**src/rtl/pixel_stream_tx.sv**
```systemverilog
`default_nettype none
// ============================================================================
// Module      : pixel_stream_tx
// Description : Reads one frame of pixels from a result buffer in raster order
//               and streams it out over a valid/ready interface. Frame
//               markers (start-of-frame, end-of-line, end-of-frame) travel
//               with each pixel. A 2-entry output FIFO (output register plus
//               skid register) absorbs back-pressure, and reads are
//               credit-limited so that this FIFO can never overflow.
// Ports       : clk, reset         - clock, asynchronous active-high reset
//               start              - one-cycle frame request (IDLE only)
//               busy, done         - frame in progress / one-cycle completion
//               mem_rd_en/addr     - result-buffer read strobe and address
//               mem_rd_data        - read data, valid 1 cycle after strobe
//               m_valid/m_ready    - output handshake
//               m_data, m_sof,
//               m_eol, m_eof       - pixel value and frame markers
// Revision    : 1.0 - initial release
// ============================================================================
module pixel_stream_tx #(
    parameter int IMAGE_WIDTH  = 400,
    parameter int IMAGE_HEIGHT = 500,
    parameter int PIXEL_WIDTH  = 8,
    parameter int ADDR_WIDTH   = 18
) (
    input  logic                   clk,
    input  logic                   reset,
    input  logic                   start,
    output logic                   busy,
    output logic                   done,
    output logic                   mem_rd_en,
    output logic [ADDR_WIDTH-1:0]  mem_rd_addr,
    input  logic [PIXEL_WIDTH-1:0] mem_rd_data,
    output logic                   m_valid,
    input  logic                   m_ready,
    output logic [PIXEL_WIDTH-1:0] m_data,
    output logic                   m_sof,
    output logic                   m_eol,
    output logic                   m_eof
);

    // Counter widths stay at least 1 bit so a 1-pixel dimension still elaborates.
    localparam int XW = (IMAGE_WIDTH  > 1) ? $clog2(IMAGE_WIDTH)  : 1;
    localparam int YW = (IMAGE_HEIGHT > 1) ? $clog2(IMAGE_HEIGHT) : 1;
    // FIFO entry layout: {sof, eol, eof, data}
    localparam int EW = PIXEL_WIDTH + 3;

    localparam logic [XW-1:0]         c_X_LAST   = XW'(IMAGE_WIDTH - 1);
    localparam logic [YW-1:0]         c_Y_LAST   = YW'(IMAGE_HEIGHT - 1);
    localparam logic [XW-1:0]         c_X_ONE    = XW'(1);
    localparam logic [YW-1:0]         c_Y_ONE    = YW'(1);
    localparam logic [ADDR_WIDTH-1:0] c_ADDR_ONE = ADDR_WIDTH'(1);

    typedef enum logic [1:0] {
        S_IDLE   = 2'd0,
        S_STREAM = 2'd1,
        S_DONE   = 2'd2
    } state_t;

    state_t                  state_q,     state_d;
    logic [XW-1:0]           x_q,         x_d;
    logic [YW-1:0]           y_q,         y_d;
    logic [ADDR_WIDTH-1:0]   addr_q,      addr_d;
    logic                    rd_done_q,   rd_done_d;
    logic                    pipe_vld_q,  pipe_vld_d;
    logic [2:0]              pipe_mark_q, pipe_mark_d;
    logic                    out_vld_q,   out_vld_d;
    logic [EW-1:0]           out_q,       out_d;
    logic                    skid_vld_q,  skid_vld_d;
    logic [EW-1:0]           skid_q,      skid_d;

    logic                    w_xfer;
    logic [1:0]              w_occ;
    logic                    w_rd_en;
    logic                    w_wr_en;
    logic [EW-1:0]           w_wr_entry;
    logic                    w_sof;
    logic                    w_eol;
    logic                    w_eof;

    assign w_xfer = out_vld_q & m_ready;

    // Entries held plus the read still in flight; a transfer this cycle frees
    // one slot, so the limit is raised by one when it happens.
    assign w_occ   = {1'b0, out_vld_q} + {1'b0, skid_vld_q} + {1'b0, pipe_vld_q};
    assign w_rd_en = (state_q == S_STREAM) && !rd_done_q
                     && (w_occ < (2'd2 + {1'b0, w_xfer}));

    assign w_sof = (x_q == '0) && (y_q == '0);
    assign w_eol = (x_q == c_X_LAST);
    assign w_eof = w_eol && (y_q == c_Y_LAST);

    // Read data returns one cycle after the strobe; markers wait alongside it.
    assign w_wr_en    = pipe_vld_q;
    assign w_wr_entry = {pipe_mark_q, mem_rd_data};

    // FSM and read-side counters
    always_comb begin
        state_d     = state_q;
        x_d         = x_q;
        y_d         = y_q;
        addr_d      = addr_q;
        rd_done_d   = rd_done_q;
        pipe_vld_d  = w_rd_en;
        pipe_mark_d = {w_sof, w_eol, w_eof};

        case (state_q)
            S_IDLE: begin
                x_d       = '0;
                y_d       = '0;
                addr_d    = '0;
                rd_done_d = 1'b0;
                if (start) begin
                    state_d = S_STREAM;
                end
            end
            S_STREAM: begin
                if (w_xfer && out_q[PIXEL_WIDTH]) begin
                    state_d = S_DONE;
                end
            end
            S_DONE: begin
                state_d = S_IDLE;
            end
            default: begin
                state_d = S_IDLE;
            end
        endcase

        if (w_rd_en) begin
            addr_d = addr_q + c_ADDR_ONE;
            if (x_q == c_X_LAST) begin
                x_d = '0;
                if (y_q == c_Y_LAST) begin
                    y_d       = '0;
                    rd_done_d = 1'b1;
                end else begin
                    y_d = y_q + c_Y_ONE;
                end
            end else begin
                x_d = x_q + c_X_ONE;
            end
        end
    end

    // Output register plus skid register. The skid entry only fills while the
    // output register is occupied and stalled, and it drains into the output
    // register first so ordering is preserved.
    always_comb begin
        out_vld_d  = out_vld_q;
        out_d      = out_q;
        skid_vld_d = skid_vld_q;
        skid_d     = skid_q;

        if (!out_vld_q || w_xfer) begin
            if (skid_vld_q) begin
                out_vld_d  = 1'b1;
                out_d      = skid_q;
                skid_vld_d = w_wr_en;
                if (w_wr_en) begin
                    skid_d = w_wr_entry;
                end
            end else begin
                out_vld_d = w_wr_en;
                if (w_wr_en) begin
                    out_d = w_wr_entry;
                end
            end
        end else if (w_wr_en) begin
            skid_vld_d = 1'b1;
            skid_d     = w_wr_entry;
        end
    end

    always_ff @(posedge clk or posedge reset) begin
        if (reset) begin
            state_q     <= S_IDLE;
            x_q         <= '0;
            y_q         <= '0;
            addr_q      <= '0;
            rd_done_q   <= 1'b0;
            pipe_vld_q  <= 1'b0;
            pipe_mark_q <= '0;
            out_vld_q   <= 1'b0;
            out_q       <= '0;
            skid_vld_q  <= 1'b0;
            skid_q      <= '0;
        end else begin
            state_q     <= state_d;
            x_q         <= x_d;
            y_q         <= y_d;
            addr_q      <= addr_d;
            rd_done_q   <= rd_done_d;
            pipe_vld_q  <= pipe_vld_d;
            pipe_mark_q <= pipe_mark_d;
            out_vld_q   <= out_vld_d;
            out_q       <= out_d;
            skid_vld_q  <= skid_vld_d;
            skid_q      <= skid_d;
        end
    end

    assign busy        = (state_q != S_IDLE);
    assign done        = (state_q == S_DONE);
    assign mem_rd_en   = w_rd_en;
    assign mem_rd_addr = addr_q;
    assign m_valid     = out_vld_q;
    assign m_data      = out_q[PIXEL_WIDTH-1:0];
    assign m_eof       = out_q[PIXEL_WIDTH];
    assign m_eol       = out_q[PIXEL_WIDTH+1];
    assign m_sof       = out_q[PIXEL_WIDTH+2];

endmodule
`default_nettype wire

```
**config.mk**
```make
export PLATFORM = sky130hd
export DESIGN_NAME = pixel_stream_tx
export DESIGN_NICKNAME = d
export VERILOG_FILES = /design/src/rtl/pixel_stream_tx.sv
export SDC_FILE = /design/constraint.sdc
export NUM_CORES = 1
export LEC_CHECK = 0
export ABC_CLOCK_PERIOD_IN_PS = 3650
export CAP_MARGIN = 10
export CORE_MARGIN = 8
export CORE_UTILIZATION = 53
export DETAILED_ROUTE_END_ITERATION = 16
export HOLD_SLACK_MARGIN = 0.06
export PLACE_DENSITY = 0.76
export SLEW_MARGIN = 20
export SYNTH_ARGS = -nofsm -noshare
export SYNTH_HDL_FRONTEND = slang
export SYNTH_SLANG_ARGS = --single-unit
```
**constraint.sdc**
```tcl
create_clock -name clk -period 3.65 [get_ports clk]
set_clock_uncertainty 0.1 [all_clocks]
set_input_delay 0.5475 -clock clk [delete_from_list [all_inputs] [get_ports clk]]
set_output_delay 0.5475 -clock clk [all_outputs]
set_load 0.02 [all_outputs]
```
Word-level counts from Yosys, hierarchy flattened
Cells that the tools add are included.
Widths: inputs -> output; s select.
- flip-flop bits (word level): 67
- bits of input ports: 12
- output and inout port bits: 33
- logic and storage cells: 68
- add/subtract/negate cells: 6
- magnitude comparators: 1
- equal/unequal tests: 7
- muxes and demuxes: 25
- bitwise gates (word level): 1
- reduce and logical (&&, ||, !) cells: 17
- operators by type and width (kind ; number):
    $mux 9 ; 7
    $mux 11 ; 5
    $mux 18 ; 2
    $add 18x1->18 const B ; 1
    $add 9x1->9 const B ; 2
    $eq 9x9->1 const B ; 2
    $logic_not 9->1 ; 2
    $mux 1 ; 8
    $reduce_bool 2->1 ; 4
    $logic_and 1x1->1 ; 5
    $mux 2 ; 2
    $ne 2x2->1 const B ; 2
    $pmux 2 s2 ; 1
    $reduce_and 2->1 ; 2
    $add 1x1->2 ; 1
    $add 2x1->2 ; 1
    $add 2x1->2 const A ; 1
    $eq 2x1->1 const B ; 1
    $eq 2x2->1 const B ; 1
    $logic_not 1->1 ; 2
    $logic_not 2->1 ; 1
    $lt 2x2->1 ; 1
    $ne 2x1->1 const B ; 1
    $and 1x1->1 ; 1
    $logic_or 1x1->1 ; 1

Longest topological paths before layout
- depth in word-level cells: 5
- mapped depth: 9

Worst setup path after synthesis
OpenSTA, ideal clock, no wires.
- path kind: register -> register
- start: reg skid_vld_q
- end: reg addr_q[13], in the netlist mem_rd_addr[13]
- library setup time: 0.136 ns
- arrival: 2.721 ns
- path slack: 0.694 ns
- stages on the path, launching flop included: 9
- path buffers: 2
- cells stage by stage: dfrtp_1 -> clkbuf_1 -> buf_1 -> inv_1 -> fa_1 -> a31oi_1 -> or4_4 -> o311ai_1 -> o41ai_1
- longest elaborated chain between the ends: 5
- elaborated cells on any way between the ends: 6
- RTL lines (element ; line ; text):
    start: declaration ; 69 ; logic skid_vld_q, skid_vld_d;
    start signal: assignment ; 198 ; skid_vld_q <= skid_vld_d;
    $add 1x1->2 * ; 85 ; assign w_occ = {1'b0, out_vld_q} + {1'b0, skid_vld_q} + {1'b0, pipe_vld_q};
    $add 2x1->2 * ; 85 ;
    $lt 2x2->1 * ; 87 ; && (w_occ < (2'd2 + {1'b0, w_xfer}));
    $logic_and 1x1->1 * ; 87 ;
    $mux 18 / $reduce_bool 2->1 (equally long branches) ; n/a ;
    end signal: assignment ; 192 ; addr_q <= addr_d;
    end: declaration ; 63 ; logic [ADDR_WIDTH-1:0] addr_q, addr_d;
Every way passes the cells marked *; elsewhere a longest branch is shown, timed or not.
A chain may end at the register's enable or synchronous reset.

Worst setup path after layout
- start: reg out_vld_q, in the netlist m_valid
- end: out mem_rd_en
- longest elaborated chain between the ends: 4
- elaborated cells on any way between the ends: 6
- RTL lines (element ; line ; text):
    start: declaration ; 67 ; logic out_vld_q, out_vld_d;
    start signal: assignment ; 196 ; out_vld_q <= out_vld_d;
    $add 1x1->2 / $and 1x1->1 (equally long branches) ; 85, 81 ;
    $add 2x1->2 (on tied branches) ; 85, 87 ;
    $lt 2x2->1 * ; 87 ;
    $logic_and 1x1->1 * ; 87 ;
    end: declaration ; 31 ; output logic mem_rd_en,
Marks and branches as above.

==> key figures <==
Status
  – Status: finished clean

GRT
  – GRT Util Overall: between 10% and 20%
  – Pin count of the biggest net entering global routing: 37
  – Initial antenna violation count: 0
  – Vias in the first global route: 2507
  – Gr ovfl total: 0
  – Global-route wire length before repair: 11900 um

Placed design
  – DP Wirelength: about 5100 um
  – Worst slack at placement: roughly 0.66 ns
  – Port buffer count: 44
  – Final GP Congestion: 0.849

Critical path
  – CP cell instances: inv_1 -> fa_1 -> a31o_2 -> nand2_1 -> inv_1 -> clkdlybuf4s50_1
  – Worst Setup SP: m_valid$_DFFE_PP0N_
  – Crit Path Category: flip-flop to output pin
  – WP data required: 3.00 ns
  – Worst path slowest cell: clkdlybuf4s50_1
  – Worst-path fanout max: 7
  – WP data arrival: between 2 and 3 ns
  – Worst setup SP type: flip-flop
  – Worst path most repeated cell: inv_1
  – Kind of end point of the critical path: output pin
  – Crit-path max cell delay: 0.66 ns
  – CP Depth: 6
  – R2R cell count: 6
  – Delay-heaviest family, CP: buffers and inverters
  – Reg2reg start: m_valid$_DFFE_PP0N_
  – Buf/Inv on CP: 3

Pwr
  – Maximum vdd drop: 405 uV
  – Power Dens Cells: 694 mW/mm2
  – P_leak: 1.71 nW

Logic synthesis
  – Synth top area cells: dfrtp_1 (51%), mux2i_1 (7.6%), mux2_2 (3.8%), nand2_1 (3.7%), nor2_1 (2.6%)
  – Post-synth cell types: 50
  – Number of synthesized flops with an enable pin: 0
  – Post-synth top area cell: dfrtp_1
  – Register area share after synthesis: 51.1%
  – Synth async-reset ratio: 100%
  – YS warnings: 0
  – Syn Area/Cell: between 10 and 15 um2
  – Synth top area share: 51.1%
  – Mapped Nets: 334
  – Ys flop type: dfrtp_1
  – Mapped Cells: about 320
  – #FFs+latches synth: 67
  – Mapped Area: 0.00328 mm2

Detailed routing
  – Total Wirelength: roughly 7000 um
  – Routed vias: around 2600
  – Routed Antenna Nets: 0
  – Initial drt markers: about 120
  – Vias per cell: 5.83
  – DR WL/cell: 15.8 um
  – DRC Markers: 0
  – DR pass1 iterations: 4

Finish
  – Post-layout nets: 384
  – Multi-input logic area: 0.00151 mm2
  – Layout cell share with drive strength beyond 1: 10.0%
  – # fillers: 469
  – # diodes: 0
  – Register Area: about 0.0017 mm2
  – Layout area overhead: 21.6%

Clock network
  – CTS resizes: 0
  – Hold_buf cts: 0
  – CTS tree: built
  – CTS Buf Count: 9
  – Worst-Skew Late Latency: 0.34 ns
  – Clock root cell: clkbuf_8
  – H-tree Lvls: 3
  – CTS Sinks: 67
  – Post-CTS Setup Inserts: 0
  – Clk slew on worst S/H paths: ~0.07 ns
  – CTS max path bufs: 2

STA
  – Tmin final: 3.33 ns
  – Slew headroom: between 40% and 50%
  – Peak Freq: 300 MHz
  – Final Slew Violations: 0
  – Setup repair after global routing missed its margin: false
  – Total negative slack: 0 ns
  – Setup violations, final: 0
  – Final period utilization: 91.2%
  – Least-Margin Pin Slew: 0.809 ns
  – Final-report hold violation count: 0
  – Fin worst setup slack: 0.321 ns

Floorplan
  – Die area: 0.00897 mm2
  – Die H: 94.7 um
  – Starting Density: a little under three fifths
  – Core footprint: 0.00596 mm2
  – Die Wd: 94.7 um
  – Num rows: 28
  – Io pins: 45

Hold path
  – WHS Path Cells: 1
  – Hold Startpoint: mem_rd_addr[17]$_DFFE_PP0P_
  – Hold Crit Class: flip-flop to flip-flop

Job
  – Max Cap Viol: 0
## placed cells by master, fill, tap and decap left out, drive strengths merged, types with 3 or more instances in the layout
cell type | synthesis | routed
a21oi | 16 | 16
a22o | 3 | 3
a31oi | 10 | 10
and2 | 3 | 3
and3 | 5 | 5
and4 | 4 | 4
buf | 4 | 6
clkbuf | 7 | 12
clkdlybuf4s50 | 0 | 44
dfrtp | 67 | 67
ha | 5 | 5
inv | 11 | 11
mux2 | 11 | 11
mux2i | 25 | 25
nand2 | 32 | 32
nand3 | 17 | 17
nand4 | 9 | 9
nor2 | 23 | 23
nor3 | 5 | 5
nor4 | 5 | 5
o211ai | 4 | 4
o21ai | 16 | 16
o31ai | 3 | 3
## through the flow
| stage | instance area, um2 | total power (W) | utilization, % | hold WS [ns] | cells |
|---|---|---|---|---|---|
| after floorplan | 3280 | 0.00183 | - | 0.376 | 316 |
| after global placement | 3820 | 0.00220 | 64.2 | 0.364 | 430 |
| after detailed placement | 3820 | 0.00225 | 64.2 | 0.372 | 430 |
| after CTS | 3990 | 0.00279 | 67.0 | 0.381 | 444 |
| after global routing | 3990 | 0.00297 | 67.0 | 0.394 | 444 |
| final | 3990 | 0.00277 | 67.0 | 0.373 | 444 |
## logic make-up after synthesis
group	count (synthesis)	synth area share (%)
DFF	67	51.1
buffers and inverters	23	2.93
xor gates and xnor gates	1	0.267
and+or+nand+nor	119	19.4
muxes	36	11.4
AOI/OAI and AO/OA	63	12.2
adders and majority gates	7	2.82
## registers in the layout, summed over array words and instances (netlist names)
signal,count
pipe_mark_q,3
rd_done_q,1
skid_vld_q,1
m_valid,1
pipe_vld_q,1
mem_rd_addr,18
out_q,11
y_q,9
x_q,9
state_q,2
skid_q,11
## Yosys cell counts, types with 2 or more instances
master and n:
mux2_2 11, a41oi_1 2, and4_1 4, nand2_1 32
buf_2 2, clkbuf_1 7, and3_1 5, o41ai_1 2
a31o_2 2, nand3b_1 2, and2_1 3, nor3_1 5
nand3_1 17, nor4_2 2, a31oi_1 10, nor3b_1 2
nor4_1 3, a22o_1 3, o211ai_1 4, nor4b_1 2
o21ai_0 16, nand4_1 9, nor2_1 23, inv_1 11
ha_1 5, a21oi_1 16, o31ai_1 3, mux2i_1 25
dfrtp_1 67
## worst paths after layout
check	to	slack [ns]
worst max-delay path	mem_rd_en	0.32
worst min-delay path	mem_rd_addr[17]$_DFFE_PP0P_	0.37
worst max register to register	x_q[7]$_DFFE_PP0P_	0.93
worst min register to register	mem_rd_addr[17]$_DFFE_PP0P_	0.37
max in group asynchronous	y_q[8]$_DFF_PP0_	2.29
min in group asynchronous	out_q[9]$_DFFE_PP0P_	0.53
## cell type report
class	count	area share [%]
inverters	12	1.13
flip-flops and latches	67	42.0
multi-input cells	226	37.8
clock inverters	2	0.313
clock buffers	12	3.89
repair buffers	50	12.5
well taps	75	2.35
## power by group
part           switching (W)  internal, W  leakage (nW)
logic               0.000682     0.000492         0.759
registers           0.000134     0.000921         0.869
clock network       0.000265     0.000275        0.0843
## worst reg2reg max path: cells and delay by family (launching register included)
family	cells	cell delay, ns
compound gates	4	1.47
buf+inv	1	0.10
flops	1	0.42
fa+ha+maj	1	0.57
## per-layer routing
| metal | routed length, um | global-route usage, % | share of wire (%) |
|---|---|---|---|
| met5 | 0 | 0 | 0 |
| met4 | 98 | 5.46 | 1.4 |
| met1 | 3170 | 21.4 | 45 |
| met3 | 363 | 4.29 | 5.2 |
| met2 | 3360 | 27.2 | 48 |
Note: power is estimated with default switching activity, not from simulation.
